$ cat src/rtl/isquare_pipe.sv
// Pipelined 16-bit integer squarer: x = y*y built from 16 shift-add slices,
// grouped into n_pipe_stages register stages with a run/ready valid flag.
module isquare_pipe #(
    parameter int unsigned n_pipe_stages = 16
) (
    input  logic        clock,
    input  logic        reset_n,
    input  logic        run,
    input  logic [15:0] y,
    output logic        ready,
    output logic [31:0] x
);

    localparam int unsigned y_w              = 16;
    localparam int unsigned x_w              = 32;
    localparam int unsigned idx_w            = $clog2(y_w);
    localparam int unsigned slices_per_stage = y_w / n_pipe_stages;

    if (n_pipe_stages != 1 && n_pipe_stages != 2 && n_pipe_stages != 4 &&
        n_pipe_stages != 8 && n_pipe_stages != 16) begin : g_bad_param
        $error("isquare_pipe: n_pipe_stages must be 1, 2, 4, 8 or 16");
    end

    for (genvar s = 0; s < n_pipe_stages; s++) begin : g_stage
        localparam int unsigned base = 32'(s) * slices_per_stage;

        logic             in_valid;
        logic [y_w-1:0]   in_y;
        logic [x_w-1:0]   in_acc;
        logic [x_w-1:0]   acc_c;
        logic             valid_q;
        logic [x_w-1:0]   acc_q;

        // Stage inputs: the ports for the first stage, the previous stage's registers otherwise
        if (s == 0) begin : g_in
            assign in_valid = run;
            assign in_y     = y;
            assign in_acc   = '0;
        end else begin : g_in
            assign in_valid = g_stage[s-1].valid_q;
            assign in_y     = g_stage[s-1].g_fwd.y_q;
            assign in_acc   = g_stage[s-1].acc_q;
        end

        // Combinational shift-add slices of this group
        always_comb begin
            acc_c = in_acc;
            for (int unsigned k = 0; k < slices_per_stage; k++) begin
                if (in_y[idx_w'(base + k)]) begin
                    acc_c = acc_c + (x_w'(in_y) << (base + k));
                end
            end
        end

        always_ff @(posedge clock) begin
            if (!reset_n) begin
                valid_q <= 1'b0;
                acc_q   <= '0;
            end else begin
                valid_q <= in_valid;
                if (in_valid) begin
                    acc_q <= acc_c;
                end
            end
        end

        // The operand copy is only needed by later stages
        if (32'(s) + 1 < n_pipe_stages) begin : g_fwd
            logic [y_w-1:0] y_q;

            always_ff @(posedge clock) begin
                if (!reset_n) begin
                    y_q <= '0;
                end else if (in_valid) begin
                    y_q <= in_y;
                end
            end
        end
    end

    assign ready = g_stage[n_pipe_stages-1].valid_q;
    assign x     = g_stage[n_pipe_stages-1].acc_q;

endmodule

$ cat config.mk
export PLATFORM = sky130hd
export DESIGN_NAME = isquare_pipe
export DESIGN_NICKNAME = d
export VERILOG_FILES = /design/src/rtl/isquare_pipe.sv
export SDC_FILE = /design/constraint.sdc
export NUM_CORES = 2
export LEC_CHECK = 0
export CELL_PAD_IN_SITES_DETAIL_PLACEMENT = 0
export CELL_PAD_IN_SITES_GLOBAL_PLACEMENT = 1
export CORE_MARGIN = 1
export CORE_UTILIZATION = 45
export DETAILED_ROUTE_END_ITERATION = 12
export PLACE_DENSITY_LB_ADDON = 0.25
export SYNTH_ARGS = -nofsm -noshare
export SYNTH_HDL_FRONTEND = slang
export SYNTH_SLANG_ARGS = --single-unit
$ cat constraint.sdc
create_clock -name clock -period 2.3 [get_ports clock]
set_input_delay 0.69 -clock clock [delete_from_list [all_inputs] [get_ports clock]]
set_output_delay 0.69 -clock clock [all_outputs]
set_load 0.02 [all_outputs]
==> impl_results.rst <==
.. list-table::
   :header-rows: 1

   * - Metric
     - Value
   * - Number of sinks handled by clock tree synthesis
     - 632
   * - Global routing usage summed across all routing layers
     - 20.9%
   * - Grt ovf
     - 0
   * - Maximum clock frequency
     - 410 MHz
   * - Violations in the final reports
     - setup timing
   * - Total wirelength of the detailed-routed design
     - 82.4 mm
   * - Die extent in x
     - 277 um
   * - Non-filler cells, final
     - 5,066
   * - Count of unresolved DRC violations after routing
     - 0
   * - Maximum cell stage delay along the critical path
     - 0.35 ns
   * - Fraction of the yosys area taken by sequential cells
     - 37.2%
   * - Critical R2R Launch
     - g_stage[1].acc_q[2]$_SDFFE_PN0P_
   * - CTS Hold Buffers Added
     - 0
   * - Share of layout cells above drive strength 1
     - 18.1%
   * - Predominant post-synthesis flop cell
     - sky130_fd_sc_hd__dfxtp_1
   * - P&R area growth vs syn
     - 22.5%
   * - H-tree depth
     - 3
   * - Most frequent standard cell in the layout excluding fill and tap cells
     - sky130_fd_sc_hd__nor2_1
   * - CORE AREA
     - 0.0747 mm2
   * - Data required time of the critical path
     - 2.79 ns
   * - # placed instances
     - 4,877
   * - Number of antenna cells inserted
     - 0
   * - Synth Register Bits
     - 632
   * - Biggest area contributors in the synthesized netlist
     - sky130_fd_sc_hd__dfxtp_1 37%, sky130_fd_sc_hd__mux2i_1 15%, sky130_fd_sc_hd__ha_1 8.8%, sky130_fd_sc_hd__nor2_1 6.5%, sky130_fd_sc_hd__a21oi_1 4.2%
   * - LEAKAGE
     - 16.9 nW
   * - Post-synthesis cell count
     - 3,756
   * - Final weighted congestion in routability-driven placement
     - 0.851
   * - Share of Yosys cell area claimed by the top area cell type
     - 37.2%
   * - Total clock buffers created by CTS
     - 72
   * - Min-Delay Endpoint
     - g_stage[7].valid_q$_SDFF_PN0_
   * - Final critical delay including setup and external delays
     - 2.44 ns
   * - Die Outline Area
     - 0.0767 mm2
   * - R2r worst-path depth
     - 10
   * - Largest net degree at the start of global routing
     - 71
   * - Post-synth design cell area
     - 0.0340 mm2
   * - Adder-Cell Fraction of Synth Area
     - 9.67%
   * - Total Negative Setup Slacks
     - -0.344 ns
   * - Highest net fanout along the worst path
     - 2
   * - Number of flops mapped to enable cells by yosys
     - 0
   * - Number of antenna violations at the first check in global routing
     - 0
   * - Async S/R FF share, synth
     - 0%
   * - Count of cells along the worst hold path
     - 1
   * - Post-route fraction of the period consumed by the critical path
     - 106%
   * - Number of placed I/O pins
     - 52
   * - Cell chosen for the clock root
     - sky130_fd_sc_hd__clkbuf_16
   * - First-pass iteration count of the detailed router
     - 5
   * - Worst vdd rail ir drop
     - 0.510 mV
   * - Maximum count of clock buffers along a single path
     - 3
   * - Compound-cell area share of the yosys netlist
     - 18.0%
   * - Worst path slowest cell
     - sky130_fd_sc_hd__fa_2
   * - Vias in the first global route
     - 26,000
   * - Estimated wirelength of the detail-placed design
     - 58.8 mm
   * - Yosys Warn Count
     - 0
   * - Critical path, cell by cell
     - ha_4 -> fa_2 -> a21oi_2 -> o21ai_1 -> nand3_1 -> o211ai_1 -> o311a_1 -> or3_1 -> a31oi_1 -> a21oi_1
   * - Area share of xor/xnor cells in the synthesized design
     - 4.61%
   * - Design Power
     - 0.0235 W
   * - PortBufs
     - 51
   * - Post-DRT Antenna Nets
     - 0
   * - Setup violators final
     - 5
   * - Syn_area_per_cell
     - 9.06 um2
   * - Critical Path Sink Type
     - flop
   * - Wire length of the first global-routing pass
     - 135 mm
   * - Reg2reg setup slack
     - -0.14 ns
   * - Critical path's top delay family
     - compound AO/OA/AOI/OAI gates
   * - Launching element type of the critical path
     - flop
   * - Final-report hold violation count
     - 0
   * - Average wire per cell in the routed design
     - 16.3 um
   * - Worst R2R End
     - g_stage[2].acc_q[16]$_SDFFE_PN0P_
   * - Max Transition Viols Final
     - 0
   * - Source of the worst hold timing path
     - g_stage[6].valid_q$_SDFF_PN0_
   * - Max-cap violation count
     - 0
   * - Via-to-Cell Ratio
     - 5.39
   * - Worst-margin pin slew
     - 0.663 ns
   * - Share of synthesized cell area in and, or, nand and nor gates
     - 12.4%
   * - Number of unique standard cell types used by synthesis
     - 78
   * - Clock-pin slew of the registers on the worst-case setup and hold paths
     - 0.06 ns
   * - Clock tree skew after final layout
     - 0.0201 ns
   * - Total number of vias
     - 27,300
   * - Min-Delay Path Class
     - reg -> reg
   * - Multiplexer fraction of the synthesized cell area
     - 15.2%
   * - Worst setup timing slack at the placement stage
     - -0.258 ns
   * - Category of the critical setup timing path
     - reg -> reg
   * - Net count after synthesis
     - 4,029
   * - Number of nets at the end of the flow
     - 4,318
   * - Cell taking the most area after synthesis
     - sky130_fd_sc_hd__dfxtp_1
   * - Power density cells
     - 565 mW/mm2
   * - Detailed router's first-iteration violation count
     - 1,314
   * - Run status
     - complete, but fails checks
   * - Height of the chip
     - 277 um
   * - Unrepaired setup endpoints after global routing
     - true
   * - Effective utilization at floorplan
     - 45.6%
   * - Latest clock arrival within the worst-skew pair
     - 0.62 ns
   * - Commonest cells after routing, fill and taps aside
     - 589 x sky130_fd_sc_hd__nor2_1, 564 x sky130_fd_sc_hd__dfxtp_1, 514 x sky130_fd_sc_hd__mux2i_1
   * - CTS tree
     - built
   * - Final setup slack of the worst path
     - -0.137 ns
   * - Dominant combinational cell family by area after synthesis
     - compound AO/OA/AOI/OAI gates
   * - # rows
     - 100
   * - Data arrival time of the critical path
     - 2.92 ns
   * - Worst slew slack as a fraction of its limit
     - 55.8%
   * - CP bufs+invs
     - 0
[cells by family after synthesis]
kind of cell | after synthesis
AND/OR/NAND/NOR | 962
adder cells (fa/ha/maj) | 254
flip-flops | 632
buffers and inverters | 259
multiplexers | 518
AO/OA/AOI/OAI | 952
XOR/XNOR | 179
[state kept, by name, indices dropped and copies added, names as in the netlist]
signal             cells
g_stage.valid_q       14
g_stage.in_y          16
g_stage.in_valid       1
ready                  1
x                     32
g_stage.g_fwd.y_q    224
g_stage.in_acc        25
g_stage.acc_q        319
[area by class of cell]
| cell class | count | area [um2] |
|---|---|---|
| Multi-Input combinational cell | 2865 | 21500 |
| Tap cell | 969 | 1210 |
| Inverter | 54 | 210 |
| Fill cell | 6672 | 33000 |
| Clock inverter | 20 | 264 |
| Clock buffer | 106 | 2110 |
| Sequential cell | 632 | 12700 |
| Timing Repair Buffer | 420 | 3610 |
[timing repair]
| action | CTS | global route |
|---|---|---|
| buffers inserted | 28 | 35 |
| setup endpoints to repair | 85 | 113 |
| resized for setup | 127 | 166 |
| pin swaps | 110 | 161 |
[synth_stat cells (all sizes together) (8+ instances only)]
| cell type | count |
|---|---|
| nor2b | 34 |
| o31ai | 13 |
| clkbuf | 165 |
| mux2i | 516 |
| a311oi | 8 |
| nor3 | 27 |
| o21a | 19 |
| inv | 50 |
| a22oi | 14 |
| xnor2 | 128 |
| a31oi | 37 |
| a21o | 91 |
| fa | 15 |
| buf | 40 |
| o21ai | 213 |
| a211oi | 110 |
| xor2 | 51 |
| a41oi | 10 |
| nand3b | 13 |
| dfxtp | 632 |
| nor2 | 590 |
| or4 | 8 |
| a21boi | 9 |
| nand2b | 25 |
| and2 | 18 |
| a21oi | 292 |
| nand2 | 127 |
| o21bai | 29 |
| o211ai | 18 |
| and3 | 17 |
| nand3 | 26 |
| nand4 | 15 |
| or3 | 36 |
| o22ai | 22 |
| ha | 239 |
[metal layers]
| layer | wire length (um) | up-vias | global-route usage (%) |
|---|---|---|---|
| li1 | - | 14100 | - |
| met1 | 39200 | 12800 | 28.1 |
| met2 | 39500 | 241 | 35.2 |
| met3 | 1820 | 117 | 2.63 |
| met4 | 1860 | 0 | 5.38 |
| met5 | 0 | - | 0 |
[where the power goes]
part	switching, W	internal, W
Combinational	0.000528	0.000383
Sequential	0.0000850	0.0110
Clock	0.00468	0.00684
[how the worst max path moves through the flow]
stage | startpoint | to | slack (ns) | cells past startpoint
after floorplan | g_stage[13].g_fwd.y_q[0]$_SDFFE_PN0P_ | g_stage[14].acc_q[22]$_SDFFE_PN0P_ | -0.02 | 10
after global placement | g_stage[5].g_fwd.y_q[0]$_SDFFE_PN0P_ | g_stage[6].acc_q[20]$_SDFFE_PN0P_ | -0.25 | 10
after detailed placement | g_stage[5].g_fwd.y_q[0]$_SDFFE_PN0P_ | g_stage[6].acc_q[20]$_SDFFE_PN0P_ | -0.26 | 10
after CTS | g_stage[1].acc_q[2]$_SDFFE_PN0P_ | g_stage[2].acc_q[16]$_SDFFE_PN0P_ | -0.13 | 10
after global routing | g_stage[1].acc_q[2]$_SDFFE_PN0P_ | g_stage[2].acc_q[16]$_SDFFE_PN0P_ | -0.23 | 10
final | g_stage[1].acc_q[2]$_SDFFE_PN0P_ | g_stage[2].acc_q[16]$_SDFFE_PN0P_ | -0.14 | 10
[stage by stage]
stage / cell area (um2) / hold slack [ns] / utilization (%)
finish: 41700 / 0.478 / 55.8
global route: 41700 / 0.500 / 55.8
CTS: 40700 / 0.481 / 54.5
detailed placement: 37600 / 0.470 / 50.4
global placement: 37600 / 0.467 / 50.4
floorplan: 34100 / 0.438 / -
(Power assumes the default switching activity.)
